`config.mk`:
```
export PLATFORM = sky130hd
export DESIGN_NAME = mdu_hilo
export DESIGN_NICKNAME = d
export VERILOG_FILES = /design/src/rtl/mdu_hilo.sv
export SDC_FILE = /design/constraint.sdc
export NUM_CORES = 1
export LEC_CHECK = 0
export ABC_AREA = 0
export CORE_UTILIZATION = 35
export DETAILED_ROUTE_END_ITERATION = 10
export GPL_TIMING_DRIVEN = 0
export SYNTH_ARGS = -nofsm -noshare
export SYNTH_HDL_FRONTEND = slang
export SYNTH_SLANG_ARGS = --single-unit
```
`constraint.sdc`:
```
create_clock -name clk -period 4.5 [get_ports clk]
set_clock_uncertainty 0.15 [all_clocks]
set_input_delay 0.9 -clock clk [delete_from_list [all_inputs] [get_ports clk]]
set_output_delay 0.9 -clock clk [all_outputs]
set_load 0.005 [all_outputs]
```
`src/rtl/mdu_hilo.sv`:
```
// mdu_hilo: iterative multiply/divide unit with architectural HI/LO registers
module mdu_hilo #(
  parameter int WIDTH = 32,
  parameter int CNT_W = 6
) (
  input  logic             clk,
  input  logic             rst,
  input  logic             start,
  input  logic [2:0]       op,
  input  logic [WIDTH-1:0] op_a,
  input  logic [WIDTH-1:0] op_b,
  output logic [WIDTH-1:0] hi,
  output logic [WIDTH-1:0] lo,
  output logic             busy,
  output logic             done
);
  typedef enum logic [1:0] {IDLE, RUN, FIX} state_t;
  state_t state;
  logic [CNT_W-1:0] cnt;
  logic [WIDTH-1:0] m, mag_a, mag_b, q, r;
  logic [2*WIDTH-1:0] acc, acc_nx, prod;
  logic [WIDTH:0] sum, t, d;
  logic div, neg, sgn_a;
  // operand magnitudes for signed ops, one-bit iteration step and sign fix-up
  always_comb begin
    mag_a = (!op[0] && op_a[WIDTH-1]) ? -op_a : op_a;
    mag_b = (!op[0] && op_b[WIDTH-1]) ? -op_b : op_b;
    sum = {1'b0, acc[2*WIDTH-1:WIDTH]} + {1'b0, acc[0] ? m : {WIDTH{1'b0}}};
    t = acc[2*WIDTH-1:WIDTH-1];
    d = t - {1'b0, m};
    acc_nx = !div ? {sum, acc[WIDTH-1:1]} :
             d[WIDTH] ? {t[WIDTH-1:0], acc[WIDTH-2:0], 1'b0} :
             {d[WIDTH-1:0], acc[WIDTH-2:0], 1'b1};
    prod = neg ? -acc : acc;
    q = neg ? -acc[WIDTH-1:0] : acc[WIDTH-1:0];
    r = sgn_a ? -acc[2*WIDTH-1:WIDTH] : acc[2*WIDTH-1:WIDTH];
  end
  // control FSM: accept in IDLE, iterate WIDTH cycles, then correct signs and commit
  always_ff @(posedge clk or negedge rst) begin
    if (!rst) begin
      state <= IDLE;
      cnt <= '0;
      m <= '0;
      acc <= '0;
      div <= 1'b0;
      neg <= 1'b0;
      sgn_a <= 1'b0;
      hi <= '0;
      lo <= '0;
      busy <= 1'b0;
      done <= 1'b0;
    end else begin
      done <= 1'b0;
      case (state)
        IDLE: if (start) begin
          if (op == 3'b100) hi <= op_a;
          else if (op == 3'b101) lo <= op_a;
          else if (!op[2]) begin
            m <= op[1] ? mag_b : mag_a;
            acc <= {{WIDTH{1'b0}}, op[1] ? mag_a : mag_b};
            div <= op[1];
            neg <= !op[0] && (op_a[WIDTH-1] ^ op_b[WIDTH-1]);
            sgn_a <= !op[0] && op_a[WIDTH-1];
            cnt <= '0;
            busy <= 1'b1;
            state <= RUN;
          end
        end
        RUN: begin
          acc <= acc_nx;
          cnt <= cnt + 1'b1;
          if (cnt == CNT_W'(WIDTH-1)) state <= FIX;
        end
        FIX: begin
          hi <= div ? r : prod[2*WIDTH-1:WIDTH];
          lo <= !div ? prod[WIDTH-1:0] : (m == '0) ? {WIDTH{1'b1}} : q;
          busy <= 1'b0;
          done <= 1'b1;
          state <= IDLE;
        end
        default: state <= IDLE;
      endcase
    end
  end
endmodule

```
==> metrics.cfg, run 1 <==
[timing]
finalMaxSlewViolations = 0
fin_crit_sh = 0.9636
slew_headroom = 0.04110
setup_viol = 0
period_minus_slack_ns = 4.336
fmax_ghz = 0.2306
hold-worst-slack_ns = 0.2747
hold_violations = 0
setup_ws_ns = 0.1638
worst_pin_slew_ns = 1.427
rsz0062_at_grt = false

[critical_path]
path_depth = 14
required_ns = 4.74
critPathMaxStageDelay_ns = 0.54
crit_family = simple AND/OR/NAND/NOR gates
arrival_ns = 4.58
crit_top_cell = nand2_1
cp-end-kind = flip-flop
path_class = flip-flop to flip-flop
rr_worst_depth = 14
path_buf_inv = 4
path_cells = inv_1 -> buf_2 -> ha_1 -> or4b_1 -> nor3_2 -> nand2_1 -> or3_1 -> clkbuf_1 -> nand2_1 -> buf_4 -> o21ai_0 -> xor2_1 -> nand2_1 -> a31oi_1
start_kind = flip-flop
slowest_stage = or4b_1
crit_fanout = 10

[routing]
drc_errors = 0
avgViaCountPerCell = 5.985
drtIter0Drc = 1738
ant_nets = 0
vias = 15790
post_drt_wl_per_cell_um = 23.77
dr.pass1.iters = 6
drt-total-wl_um = 62700

[grt]
overflow = 0
grt_pass1_vias = 15090
grt_start_max_net_pins = 98
grt_usage = 0.2853
grt_pass1_wl_um = 94360
antenna_found_initial = 1

[synth]
avgSynthCellArea_sq_um = 7.984
synth.net_count = 2036
synth_compound_area_frac = 0.2659
synth-xor-area-share = 0.09783
synth_top_area_share = 0.2861
synth-seq-area-share = 0.2861
yosys.area_share.adder = 0.05971
synth.distinct_cells = 83
yosys_warnings = 0
ys_async_sr_fraction = 1.000
ys_ff_latch = 173
mappedNetlistArea_sq_um = 15130
synth_mux_area_frac = 0.05260
yosysTopAreaCell = dfrtp_1
synth-simple-area-share = 0.1866
synth_top_family_by_area = compound AO/OA/AOI/OAI gates
synth_edf_count = 0
synth_common_cells = nor2_1, dfrtp_1, nand2_1, a21oi_1, o21ai_0
postSynthCellCount = 1895
synth.most_common_cell = nor2_1
ys.flop_type = dfrtp_1
synth_area_leaders = dfrtp_1, ha_1, a21oi_1

[clock_network]
cts_num_sinks = 173
cts-htree-levels = 4
cts_tree = done
path_clk_slew_ns = 0.08
post-cts-setup-buffers = 0
clockBufferDepth = 2
root_buffer = clkbuf_16
cts_made_buffers = 17
worstSkewPairLatency_ns = 0.48

[final_layout]
final_util = 0.4224
final.fill_count = 4274
multiInputGateArea_sq_um = 10040
seqCellArea_sq_um = 4330
final_cells = 2638
drive_gt1_frac = 0.04757
nets = 2188
areaGrowthSynthToFinish_pct = 18.15

[job]
max_cap_viol_count = 0

[place]
gp_congestion = 1.037
hpwl_um = 49710
dp_slack_ns = 0.01476
dpl.cell_count = 2606
port_buffers = 133

[power_and_ir_drop]
power.total_uw = 11880
power.leakage_uw = 0.007148
peakVddDrop_mv = 0.3372
pwr_density_cell_nw_per_um2 = 664.7

[outcome]
status = completed

[floorplan]
initial_core_util = 0.3575
core_area_sq_um = 42320
io_pins = 136
die_w_um = 209.9
die_area_sq_um = 44060
row_count = 75
die_y_um = 209.9

[worst_hold_path]
hold_class = primary input to async pin

-- worst reg2reg max path, stage by stage, from the launching register on --
cell and delay (ns):
dfrtp_1 0.51, inv_1 0.25, buf_2 0.33, ha_1 0.29
or4b_1 0.55, nor3_2 0.27, nand2_1 0.17, or3_1 0.40
clkbuf_1 0.23, nand2_1 0.27, buf_4 0.23, o21ai_0 0.12
xor2_1 0.21, nand2_1 0.09, a31oi_1 0.19
-- area by class of cell --
class                           count  share of cell area
Antenna cell                        1           0.0001400
Clock inverter                     15             0.01232
Multi-Input combinational cell   1541              0.5615
Timing Repair Buffer              134             0.07629
Sequential cell                   173              0.2422
Clock buffer                       17             0.02380
Tap cell                          577             0.04039
Inverter                           60             0.01260
Buffer                            120             0.03073
-- where the power goes --
| group | internal (uW) | switching [uW] | leakage (uW) | total, uW |
|---|---|---|---|---|
| Combinational | 2890 | 4410 | 0.00476 | 7290 |
| Sequential | 2050 | 851 | 0.00207 | 2900 |
| Clock | 948 | 740 | 0.000313 | 1690 |
| Total | 5890 | 6000 | 0.00715 | 11900 |
-- registers in the layout, summed over array words and instances (netlist names) --
name   count
busy       1
neg        1
hi        32
done       1
cnt        6
lo        32
m         32
sgn_a      1
div        1
state      2
acc       64
-- metrics by stage --
stage,area (sq um),setup TNS (ns)
after floorplan,15130,0
after global placement,17180,-905.52
after detailed placement,17220,0
after CTS,17860,0
after global routing,17870,0
final,17880,0
-- routing by layer --
metal  up-vias  share of wire  GRT usage
li1       7228              -          -
met1      7691           0.43     0.3818
met2       769           0.45     0.4541
met3       100          0.081    0.05192
met4         0          0.034     0.1133
met5         -              0          0
-- layout by cell type, fill, tap and decap left out, types with 45 or more instances in the layout --
master / synthesis / routed
nor2_1: 187 / 187
dfrtp_1: 173 / 172
nand2_1: 170 / 170
a21oi_1: 169 / 169
o21ai_0: 158 / 158
clkdlybuf4s50_1: 0 / 132
xnor2_1: 89 / 89
clkbuf_1: 91 / 88
xor2_1: 80 / 80
mux2i_1: 75 / 75
ha_1: 69 / 69
inv_1: 60 / 60
a22oi_1: 53 / 53
a211oi_1: 45 / 45
-- timing repair --
item / 4_1_cts / 5_1_grt
resized for setup: 1 / 6
hold buffers: 0 / 0
endpoints found under the setup margin: 2 / 7
-- logic make-up (layout without fill, tap and decap cells) --
kind of cell / count (synthesis) / count (layout)
AOI/OAI and AO/OA: 633 / 633
and+or+nand+nor: 589 / 589
buffers and inverters: 181 / 346
DFF: 173 / 173
xor gates and xnor gates: 169 / 169
muxes: 79 / 79
adders and majority gates: 71 / 71
other: 0 / 1
-- path summary, 6_finish.rpt --
kind / start / slack, ns / end
worst max-delay path: acc[0]$_DFFE_PN0P_ / 0.16 / hi[28]$_DFFE_PN0P_
worst min-delay path: rst / 0.27 / m[11]$_DFFE_PN0P_
worst max register to register: acc[0]$_DFFE_PN0P_ / 0.16 / hi[28]$_DFFE_PN0P_
worst min register to register: hi[10]$_DFFE_PN0P_ / 0.34 / hi[10]$_DFFE_PN0P_
max in group asynchronous: rst / 2.98 / hi[24]$_DFFE_PN0P_
min in group clk: hi[10]$_DFFE_PN0P_ / 0.34 / hi[10]$_DFFE_PN0P_
Note: power is estimated with default switching activity, not from simulation.
==> inputs of run 2 (changes only) <==
SKIP_CTS_REPAIR_TIMING = 1   (was not set)
==> metrics.cfg, run 2 (synthesis results as in run 1) <==
[grt]
grt_pass1_wl_um = 94360
met1_usage = 0.3826
grt_start_max_net_pins = 98
grt_usage = 0.2853
use_met3 = 0.05088
busiest_layer = met2
overflow = 0
grt_pass1_vias = 15100
grt_use_met2 = 0.4531
antenna_found_initial = 1

[timing]
worst_pin_slew_ns = 1.464
setup_viol = 0
fin_crit_sh = 0.9619
setup_ws_ns = 0.1716
fmax_ghz = 0.2310
hold_violations = 0
slew_headroom = 0.01655
finalMaxSlewViolations = 0
period_minus_slack_ns = 4.328
rsz0062_at_grt = false

[worst_hold_path]
hold_class = primary input to async pin

[critical_path]
required_ns = 4.74
crit_fanout = 10
r2r_slack_ns = 0.17
start_kind = flip-flop
path_class = flip-flop to flip-flop
cp-end-kind = flip-flop
crit_top_cell = nand2_1
arrival_ns = 4.57
critPathMaxStageDelay_ns = 0.55
path_cells = inv_1 -> buf_2 -> ha_1 -> or4b_1 -> nor3_2 -> nand2_1 -> or3_1 -> clkbuf_1 -> nand2_1 -> buf_4 -> o21ai_0 -> xor2_1 -> nand2_1 -> a31oi_1
slowest_stage = or4b_1

[final_layout]
drive_gt1_frac = 0.04757
final.fill_count = 4274
final_common_cell = nor2_1
final_cells = 2638
layout_common_cells = nor2_1, dfrtp_1, nand2_1
largest_register_ffs = 64
areaGrowthSynthToFinish_pct = 18.15
top_register = acc
nets = 2188

[power_and_ir_drop]
peakVddDrop_mv = 0.3373
pwr-share-comb = 0.614
pwr_density_cell_nw_per_um2 = 664.7
p_sw_frac = 0.5047
seqPwrFrac = 0.244
power_switching_uw = 5997
power.leakage_uw = 0.007148
cellInternalPower_uw = 5885
pwr-share-clk = 0.142

[floorplan]
io_pins = 136
core_area_sq_um = 42320
die_y_um = 209.9
initial_core_util = 0.3575
row_count = 75
die_w_um = 209.9
die_area_sq_um = 44060

[clock_network]
cts-htree-levels = 4
worstSkewPairLatency_ns = 0.48
path_clk_slew_ns = 0.07
root_buffer = clkbuf_16
clockBufferDepth = 2
cts_tree = done
cts_num_sinks = 173
cts_made_buffers = 17

[routing]
dr.pass1.iters = 5
vias = 15720
drt-total-wl_um = 62590
drc_errors = 0
avgViaCountPerCell = 5.957
ant_nets = 0
post_drt_wl_per_cell_um = 23.73
drtIter0Drc = 1846

[outcome]
violations = capacitance limit
status = complete, but fails checks

[place]
gp_congestion = 1.037
port_buffers = 133
hpwl_um = 49710
dp_slack_ns = 0.01476
dpl.cell_count = 2606

[job]
max_cap_viol_count = 1

[run 2: cell counts in the layout (fill, tap and decap cells not counted)]
No cell type changed its count.
[run 2: path summary, 6_finish.rpt]
| path | cells past startpoint | to | start |
|---|---|---|---|
| worst min register to register | 2 | hi[10]$_DFFE_PN0P_ | hi[10]$_DFFE_PN0P_ |
| worst min-delay path | 1 | m[11]$_DFFE_PN0P_ | rst |
| max in group asynchronous | 2 | hi[24]$_DFFE_PN0P_ | rst |
| worst max-delay path | 14 | hi[28]$_DFFE_PN0P_ | acc[0]$_DFFE_PN0P_ |
| min in group clk | 2 | hi[10]$_DFFE_PN0P_ | hi[10]$_DFFE_PN0P_ |
| worst max register to register | 14 | hi[28]$_DFFE_PN0P_ | acc[0]$_DFFE_PN0P_ |
[run 2: power groups by stage]
stage          clock (uW)  sequential, uW  combinational, uW
5_1_grt              1760            2940               7990
3_3_place_gp            0            2870               7050
4_1_cts              1700            2840               7180
6_report             1690            2900               7290
3_5_place_dp            0            2870               7130
2_1_floorplan           0            2530               5120
[run 2: routing by layer]
layer  routed length [um]  part of all wire  vias up
met1                27230              0.44     7644
li1                     -                 -     7231
met4                 2261             0.036        0
met5                    0                 0        -
met3                 4966             0.079      112
met2                28130              0.45      728
[run 2: final cells by class]
type | instances | area, sq um | share of cell area
inverter | 60 | 225.2 | 0.01260
clock buffer | 17 | 425.4 | 0.02380
clock inverter | 15 | 220.2 | 0.01232
timing repair buffer | 134 | 1364 | 0.07629
multi-input combinational | 1541 | 10040 | 0.5615
buffer | 120 | 549.3 | 0.03073
sequential | 173 | 4330 | 0.2422
tap | 577 | 721.9 | 0.04039
antenna | 1 | 2.502 | 0.0001400
[run 2: through the flow]
stage / hold slack [ns] / power (uW) / area [sq um] / utilization / setup TNS (ns)
6_report: 0.2513 / 11880 / 17880 / 0.4224 / 0
5_1_grt: 0.3204 / 12690 / 17870 / 0.4223 / 0
4_1_cts: 0.3056 / 11720 / 17860 / 0.4220 / -0.02492
3_5_place_dp: 0.3268 / 10010 / 17220 / 0.4068 / 0
3_3_place_gp: 0.3205 / 9918 / 17180 / 0.4060 / -905.52
2_1_floorplan: 0.2920 / 7641 / 15130 / - / 0
[run 2: worst max-delay path: cells and delay by family, from the launching register on]
family                   cells  cell delay (ns)
buffers and inverters        4             1.03
AND/OR/NAND/NOR              6             1.75
flip-flops                   1             0.50
AO/OA/AOI/OAI                2             0.31
adder cells (fa/ha/maj)      1             0.30
XOR/XNOR                     1             0.22
==> variant: new RTL, flow settings as in run 2 <==
Register the input `op_b` before use. The logic sees it one clock later. The other inputs are not delayed to match.
--- a/src/rtl/mdu_hilo.sv
+++ b/src/rtl/mdu_hilo.sv
@@ -17,2 +17,9 @@
   typedef enum logic [1:0] {IDLE, RUN, FIX} state_t;
+
+  logic [WIDTH-1:0] op_b_q;
+
+  always_ff @(posedge clk) begin
+    op_b_q <= op_b;
+  end
+
   state_t state;
@@ -26,3 +33,3 @@
     mag_a = (!op[0] && op_a[WIDTH-1]) ? -op_a : op_a;
-    mag_b = (!op[0] && op_b[WIDTH-1]) ? -op_b : op_b;
+    mag_b = (!op[0] && op_b_q[WIDTH-1]) ? -op_b_q : op_b_q;
     sum = {1'b0, acc[2*WIDTH-1:WIDTH]} + {1'b0, acc[0] ? m : {WIDTH{1'b0}}};
@@ -61,3 +68,3 @@
             div <= op[1];
-            neg <= !op[0] && (op_a[WIDTH-1] ^ op_b[WIDTH-1]);
+            neg <= !op[0] && (op_a[WIDTH-1] ^ op_b_q[WIDTH-1]);
             sgn_a <= !op[0] && op_a[WIDTH-1];
Behaviour: no difference found for any inputs over 4 cycles, from zero or initial values and one cycle with rst low; that may be too few to reach the edited logic, so the function may still have changed.
==> variant against run 2 <==
- first-iteration DRC count rose by 7.9%
- fmax rose by 0.42%
- design area increased by 4.1%
- count of clock-buffer cells in the layout grew 17
- worst setup slack gained 0.018 ns
- non-clock buffer count rose by 6
- sequential cell count up 32
- synthesized area increased by 3.0%
- critical path depth is 1 lower
- wire length rose by 6.7%
- total power is 10% higher
==> variant: results (changes against run 2) <==
GRT
  – Initial antenna violation count: 0 (was 1)
  – Largest net degree at the start of global routing: 88 (was 98)
  – First-pass GRT wire length: 97.52 mm (was 94.36 mm)
  – Vias in the first global route: 14950 (was 15100)
  – GRT Overall Usage: 29.18% (was 28.53%)

Critical path
  – Worst setup SP type: flip-flop (unchanged)
  – Reg2reg start: acc[0] (unchanged)
  – Worst EP arrival: 4.56 ns (was 4.57 ns)
  – CP Max Fanout: 10 (unchanged)

Placed design
  – Placed Instance Area: 17670 µm² (was 17220 µm²)
  – I/O Buffers: 133 (unchanged)
  – Post-DP HPWL: 53.17 mm (was 49.71 mm)
  – RD Place Congestion: 0.9881 (was 1.037)

Route
  – Final WL: 66.77 mm (was 62.59 mm)
  – 1st-pass router iterations: 6 (was 5)
  – Via/cell ratio: 5.948 (was 5.957)
  – Initial DRC count: 1991 (was 1846)

Finish
  – Net count, final: 2204 (was 2188)
  – FILL cells: 4368 (was 4274)
  – Largest register FFs: 64 (unchanged)
  – Antenna Cells: 0 (was 1)
  – Layout cells sized above 1: 4.033% (was 4.757%)
  – Largest Register: acc (unchanged)

Power
  – Sw Ratio: 48.85% (was 50.47%)
  – Static leakage: 7.743 nW (was 7.148 nW)
  – Worst VDD drop: 377.1 µV (was 337.3 µV)

CTS
  – Clock Path Buffers: 3 (was 2)
  – Root Driver: clkbuf_16 (unchanged)
  – Worst-Skew Late Latency: 0.57 ns (was 0.48 ns)
  – Clock-pin slew on the worst setup and hold paths: 0.07 ns (about the same)
  – CTS H-tree lvls: 1 (was 4)
  – Number of buffers created by CTS: 26 (was 17)

Yosys
  – Yosys warning count: 0 (unchanged)
  – Post-synth net total: 2039 (was 2036)
  – Post-synth top cells: 173 x dfrtp_1, 163 x nor2_1, 162 x nand2_1 (was 187 x nor2_1, 173 x dfrtp_1, 170 x nand2_1)
  – Sequential area share after synthesis: 31.90% (was 28.61%)
  – Async set or reset register ratio after synthesis: 84.39% (was 100.0%)
  – Synth unique cells: 71 (was 83)
  – Top post-synthesis cells by area: dfrtp_1 28%, mux2i_1 5.9%, ha_1 5.5% (was dfrtp_1 29%, ha_1 5.7%, a21oi_1 5.6%)

Run status
  – Status: finished clean (was finished with violations)

Timing
  – Fin. max-slew vios: 0 (unchanged)
  – Rel. slew slack: 24.66% (was 1.655%)

Worst hold path
  – Worst min-delay path class: input port to asynchronous set/reset pin (unchanged)
variant: layer usage:
layer / GRT usage, % / vias up / part of all wire, %
li1: - / 7269 / -
met1: 41.00 / 7749 / 44
met2: 44.12 / 735 / 43
met3: 6.516 / 117 / 9.1
met4: 9.080 / 0 / 3.3
met5: 0 / - / 0
variant: area by class of cell:
cell class	count	area [µm²]	area share, %
clock buffer	34	753.2	4.046
timing repair buffer	137	1386	7.447
tap	585	732.0	3.932
clock inverter	14	158.9	0.8536
buffer	123	478.0	2.567
sequential	205	4970	26.70
inverter	65	244.0	1.311
multi-input combinational	1505	9894	53.15
variant: per-stage QoR:
stage / cells / worst slack [ns] / utilization (%)
floorplan: 1898 / 1.292 / -
CTS: 2665 / 0.1360 / 42.77
finish: 2668 / 0.1898 / 42.84
global route: 2668 / 0.05553 / 42.84
detailed placement: 2617 / 0.02830 / 40.67
global placement: 2616 / -5.243 / 40.59
variant: power groups by stage:
stage | clock network, mW | logic [mW] | registers, mW
after floorplan | 0 | 5.30 | 2.86
after global placement | 0 | 7.30 | 3.25
after detailed placement | 0 | 7.34 | 3.26
after CTS | 2.25 | 7.39 | 3.23
after global routing | 2.31 | 8.28 | 3.32
final | 2.21 | 7.57 | 3.29
variant: cells by family after synthesis:
| logic type | after synthesis | share of synthesized area (%) |
|---|---|---|
| AO/OA/AOI/OAI | 648 | 26.25 |
| AND/OR/NAND/NOR | 527 | 16.10 |
| flip-flops | 205 | 31.90 |
| buffers and inverters | 188 | 4.626 |
| XOR/XNOR | 166 | 9.333 |
| multiplexers | 93 | 5.984 |
| adder cells (fa/ha/maj) | 71 | 5.799 |
variant: final timing paths:
path | end | slack [ns] | cells after the start
worst max-delay path | acc[58] | 0.19 | 13
max in group asynchronous | m[21] | 3.05 | 2
worst max register to register | acc[58] | 0.19 | 13
min in group clk | cnt[5] | 0.34 | 1
worst min-delay path | lo[29] | 0.21 | 1
worst min register to register | cnt[5] | 0.34 | 1
variant: worst max-delay path, stage by stage, from the launching register on:
cell	delay, ns
dfrtp_1	0.49
inv_1	0.21
clkbuf_1	0.42
nor2_1	0.11
ha_1	0.36
a21o_1	0.18
a21o_1	0.17
a221oi_1	0.77
a311oi_1	0.30
nor3_1	0.36
o21ai_0	0.17
xor2_1	0.16
a22oi_1	0.17
o21ai_0	0.13
